**src/rtl/vga_framebuffer_writer.sv**
```systemverilog
// Write side of the VGA framebuffer: turns a raster pixel stream into linear
// y*FB_WIDTH+x writes, queued through a small FIFO to a granted memory port.
module vga_framebuffer_writer #(
  parameter int FB_WIDTH   = 320,
  parameter int FB_HEIGHT  = 240,
  parameter int FIFO_DEPTH = 4,
  parameter int ADDR_W     = 17
) (
  input  logic              vga_clk_25,
  input  logic              reset_n,
  input  logic              s_valid,
  output logic              s_ready,
  input  logic [1:0]        s_data,
  input  logic              s_sof,
  input  logic              s_eol,
  output logic              fb_we,
  output logic [ADDR_W-1:0] fb_addr,
  output logic [1:0]        fb_din,
  input  logic              fb_gnt,
  output logic              frame_done,
  output logic              line_err,
  output logic              busy
);

  localparam int PTR_W = $clog2(FIFO_DEPTH);
  localparam int X_W   = (FB_WIDTH > 1) ? $clog2(FB_WIDTH) : 1;
  localparam int Y_W   = (FB_HEIGHT > 1) ? $clog2(FB_HEIGHT) : 1;
  localparam logic [X_W-1:0] X_LAST = X_W'(FB_WIDTH - 1);
  localparam logic [Y_W-1:0] Y_LAST = Y_W'(FB_HEIGHT - 1);

  typedef enum logic [1:0] {
    ST_WAIT_SOF,
    ST_ACTIVE,
    ST_DROP
  } state_e;

  typedef struct packed {
    logic [ADDR_W-1:0] addr;
    logic [1:0]        data;
  } entry_t;

  state_e            state_q, state_d;
  logic [X_W-1:0]    x_q, x_d;
  logic [Y_W-1:0]    y_q, y_d;
  logic [ADDR_W-1:0] addr_q, addr_d;
  logic              frame_done_q, frame_done_d;
  logic              line_err_q, line_err_d;

  logic [PTR_W:0]    wr_ptr_q, rd_ptr_q;
  entry_t            mem_q [FIFO_DEPTH];
  logic              fifo_full, fifo_empty;
  logic              accept, push, pop;
  logic [ADDR_W-1:0] push_addr;
  entry_t            head;

  // Pointers carry one extra wrap bit so full and empty are distinguishable.
  assign fifo_empty = (wr_ptr_q == rd_ptr_q);
  assign fifo_full  = (wr_ptr_q[PTR_W] != rd_ptr_q[PTR_W]) &&
                      (wr_ptr_q[PTR_W-1:0] == rd_ptr_q[PTR_W-1:0]);

  assign s_ready = reset_n & ~fifo_full;
  assign accept  = s_valid & s_ready;
  assign fb_we   = ~fifo_empty;
  assign pop     = fb_we & fb_gnt;
  assign head    = mem_q[rd_ptr_q[PTR_W-1:0]];
  assign fb_addr = head.addr;
  assign fb_din  = head.data;

  assign frame_done = frame_done_q;
  assign line_err   = line_err_q;
  assign busy       = (state_q == ST_ACTIVE) | ~fifo_empty;

  // NOTE: every signal written here gets a default first, so no path can infer a latch.
  always_comb begin
    state_d      = state_q;
    x_d          = x_q;
    y_d          = y_q;
    addr_d       = addr_q;
    push         = 1'b0;
    push_addr    = addr_q;
    frame_done_d = 1'b0;
    line_err_d   = 1'b0;

    if (accept) begin
      if (s_sof) begin
        // A start-of-frame restarts the raster from any state.
        push      = 1'b1;
        push_addr = '0;
        addr_d    = ADDR_W'(1);
        x_d       = X_W'(1);
        y_d       = '0;
        state_d   = ST_ACTIVE;
        if (state_q == ST_ACTIVE) line_err_d = 1'b1;
        if (s_eol && FB_WIDTH > 1) begin
          line_err_d = 1'b1;
          state_d    = ST_DROP;
        end
      end else if (state_q == ST_ACTIVE) begin
        push   = 1'b1;
        addr_d = addr_q + 1'b1;
        x_d    = x_q + 1'b1;
        if (x_q == X_LAST) begin
          if (s_eol) begin
            x_d = '0;
            y_d = y_q + 1'b1;
            if (y_q == Y_LAST) begin
              frame_done_d = 1'b1;
              state_d      = ST_WAIT_SOF;
            end
          end else begin
            line_err_d = 1'b1;
            state_d    = ST_DROP;
          end
        end else if (s_eol) begin
          line_err_d = 1'b1;
          state_d    = ST_DROP;
        end
      end
    end
  end

  // NOTE: state registers use non-blocking assignments so every flop samples pre-edge values.
  always_ff @(posedge vga_clk_25) begin
    if (!reset_n) begin
      state_q      <= ST_WAIT_SOF;
      x_q          <= '0;
      y_q          <= '0;
      addr_q       <= '0;
      frame_done_q <= 1'b0;
      line_err_q   <= 1'b0;
      wr_ptr_q     <= '0;
      rd_ptr_q     <= '0;
    end else begin
      state_q      <= state_d;
      x_q          <= x_d;
      y_q          <= y_d;
      addr_q       <= addr_d;
      frame_done_q <= frame_done_d;
      line_err_q   <= line_err_d;
      if (push) wr_ptr_q <= wr_ptr_q + 1'b1;
      if (pop)  rd_ptr_q <= rd_ptr_q + 1'b1;
    end
  end

  // NOTE: FIFO storage is not reset; emptying the pointers is enough to discard it.
  always_ff @(posedge vga_clk_25) begin
    if (push) mem_q[wr_ptr_q[PTR_W-1:0]] <= '{addr: push_addr, data: s_data};
  end

endmodule

```
**config.mk**
```make
export PLATFORM = sky130hd
export DESIGN_NAME = vga_framebuffer_writer
export DESIGN_NICKNAME = d
export VERILOG_FILES = /design/src/rtl/vga_framebuffer_writer.sv
export SDC_FILE = /design/constraint.sdc
export NUM_CORES = 1
export LEC_CHECK = 0
export ABC_AREA = 1
export CORE_MARGIN = 5
export CORE_UTILIZATION = 50
export CTS_CLUSTER_DIAMETER = 50
export DETAILED_ROUTE_END_ITERATION = 6
export PLACE_DENSITY = 0.69
export SLEW_MARGIN = 20
export SYNTH_ARGS = -nofsm -noshare
export SYNTH_HDL_FRONTEND = slang
export SYNTH_SLANG_ARGS = --single-unit
```
**constraint.sdc**
```tcl
create_clock -name vga_clk_25 -period 4.1 [get_ports vga_clk_25]
set_input_delay 0.82 -clock vga_clk_25 [delete_from_list [all_inputs] [get_ports vga_clk_25]]
set_output_delay 0.82 -clock vga_clk_25 [all_outputs]
set_load 0.02 [all_outputs]
```
==> results.py <==
metrics = {
    "synth": {
        "synth_common_cells": "nor2_1 (124), nand2_1 (118), edfxtp_1 (76)",
        "syn_nets": 657,
        "syn-cell-area_mm2": 0.00560,
        "yosysWarnings": 0,
        "synth-seq-area-share": 0.572,
        "synthDistinctLibCells": 30,
        "ys.flop_type": "edfxtp_1",
        "synthTopCellsByArea": "edfxtp_1 (41%), dfxtp_1 (16%), nor2_1 (8.3%), nand2_1 (7.9%), o21ai_0 (5.0%)",
        "syn-instance-count": 640,
        "synth_edf_count": 76,
        "synth-async-reset-ratio": 0,
        "yosysTopAreaCell": "edfxtp_1",
        "ys_ff_latch": 122,
        "synth_most_common_cell": "nor2_1",
        "avgSynthCellArea_um2": 8.75,
        "synth_top_area_frac": 0.408,
    },
    "clock_tree": {
        "root_buffer": "clkbuf_8",
        "cts_max_level": 4,
        "cts_tree": "done",
        "cts_sinks": 122,
        "ctsHoldBuffers": 0,
        "cts_resized": 0,
        "numCtsBuffers": 17,
        "worstSkewPairLatency_ps": 530,
        "cts.path.max_buffers": 2,
        "path_clk_slew_ps": 60,
        "cts_setup_buffers": 0,
    },
    "power_and_ir_drop": {
        "switchingPower_mw": 0.838,
        "p_leak_nw": 2.53,
        "pwr_density_cell_mw_per_mm2": 485,
        "power.total_mw": 3.20,
        "comb_power_share": 0.143,
        "vdd_drop_max_mv": 0.336,
        "p_clk_frac": 0.441,
        "p_seq_frac": 0.416,
        "netSwitchingFraction": 0.261,
        "p_int_mw": 2.37,
    },
    "routing": {
        "ant_nets": 0,
        "wl_met1_mm": 5.22,
        "drc": 0,
        "drt_iter0_markers": 455,
        "dr_wl_met3_um": 570,
        "route.met2.wl_mm": 5.89,
        "via_count": 4345,
        "drt-vias-per-instance": 5.24,
        "top_layer_used": "met4",
        "firstDrtPassIters": 4,
        "avgRoutedWirePerCell_um": 14.3,
        "wirelength_mm": 11.9,
    },
    "placement": {
        "io_buffers": 31,
        "dpl-instance-area_mm2": 0.00604,
        "dp_worst_setup_slack_ps": 1000,
        "dpl.cell_count": 797,
        "hpwl_mm": 7.79,
        "place.gp.congestion": 0.779,
    },
    "final_layout": {
        "finalNetCount": 693,
        "stdcell_count": 829,
        "post-route-cell-area_mm2": 0.00661,
        "layout-drive-gt1-share": 0.0784,
        "n_fill_cell": 955,
        "antenna_cells": 0,
        "utilization": 0.607,
        "seq_area_mm2": 0.00320,
        "multiInputGateArea_mm2": 0.00203,
        "area_growth_pct": 18.0,
    },
    "die": {
        "floorplan.die_area_mm2": 0.0134,
        "die_h_um": 116,
        "std_cell_rows": 38,
        "design.portCount": 32,
        "initial_utilization": 0.514,
        "core-area_mm2": 0.0109,
        "die_w_um": 116,
    },
    "sta": {
        "period_share": 0.827,
        "rsz0062_at_grt": "false",
        "relSlewSlack": 0.486,
        "tightestPinTransition_ps": 769,
        "clock_skew_ps": 10.2,
        "worst_slack_ps": 710,
        "setup_tns_ps": 0,
        "final.min_clock_period_ps": 3390,
        "setup_viol": 0,
        "fmax_ghz": 0.295,
        "fin_hold_ws_ps": 479,
        "maxSlewViolCount": 0,
        "hold_violations": 0,
    },
    "grt": {
        "overflow": 0,
        "track_usage": 0.190,
        "grt_pass1_vias": 4250,
        "grt_pass1_wl_mm": 19.9,
        "grt_max_degree": 39,
        "antenna_found_initial": 0,
    },
    "critical_path": {
        "cp-end-kind": "primary output",
        "critical_path_arrival_ps": 2570,
        "setup.worst_path.class": "register to primary output",
        "critPathMaxFanout": 24,
        "critPathLaunchType": "register",
        "required_ps": 3280,
    },
    "status": {
        "outcome": "complete, no violations",
    },
    "worst_hold_path": {
        "worst_hold_path_type": "register to register",
    },
    "run": {
        "cap_violations": 0,
    },
}
==> final cells by class <==
type                       count  area share
sequential                   122       0.485
multi-input combinational    429       0.307
clock buffer                  18      0.0632
timing repair buffer          42      0.0595
inverter                      64      0.0364
tap                          140      0.0265
clock inverter                14      0.0223
==> power by group through the flow <==
stage	Clock (mW)	Sequential [mW]	Combinational [mW]
after floorplan	0	1.35	0.275
after global placement	0	1.36	0.451
after detailed placement	0	1.36	0.463
after CTS	1.43	1.33	0.464
after global routing	1.50	1.34	0.504
final	1.41	1.33	0.457
==> path summary, 6_finish.rpt <==
check	from	end	slack, ps	cells past startpoint
max	register	fb_addr[14]	710	5
min	y_q[3]	y_q[3]	480	2
max reg2reg	wr_ptr_q[1]	mem_q[3][9]	1970	7
min reg2reg	y_q[3]	y_q[3]	480	2
==> state kept, by name (all words and copies together), names as in the netlist, 2 cells and up, named ones only <==
register and count:
addr_q 17, mem_q 76, rd_ptr_q 3, state_q 2, wr_ptr_q 3, x_q 9
y_q 8
==> cells by family after synthesis <==
logic type | share of synthesized area
and+or+nand+nor | 0.237
adders and majority gates | 0.0201
xor gates and xnor gates | 0.00469
AOI/OAI and AO/OA | 0.101
buffers and inverters | 0.0655
DFF | 0.572
==> critical path: stages (launching register included) <==
cell and delay [ps]:
dfxtp_1 310, inv_1 510, buf_4 320, o21ai_0 100, o22ai_1 170, clkdlybuf4s50_1 630
==> placed cells by master (no fill, tap or decap) <==
cell type and n:
clkbuf_16 16, xor2_1 1, clkinv_1 1, nand4_2 1, nand4_1 9, nor3_1 9
clkinv_4 4, nor3b_1 3, o22ai_1 20, clkbuf_8 1, a21oi_1 32, dfxtp_1 46
clkinvlp_4 1, buf_4 11, nand2_2 1, inv_1 63, clkdlybuf4s50_1 31, nand3_4 1
nand3_2 1, nand2_1 118, ha_1 9, clkbuf_1 1, nor2_4 4, nor4_1 1
bufinv_16 2, nand3_1 32, nand2_4 1, nor2_2 2, and2_1 1, inv_6 3
or2_2 1, clkinv_2 3, o21ai_0 56, edfxtp_1 76, nor2_1 124, xnor2_1 2
inv_2 1
==> metal layers <==
layer	vias up	global-route usage
li1	2211	-
met1	2029	0.234
met2	86	0.326
met3	19	0.0460
met4	0	0.0673
met5	-	0
Power figures use the tool's default switching activity.
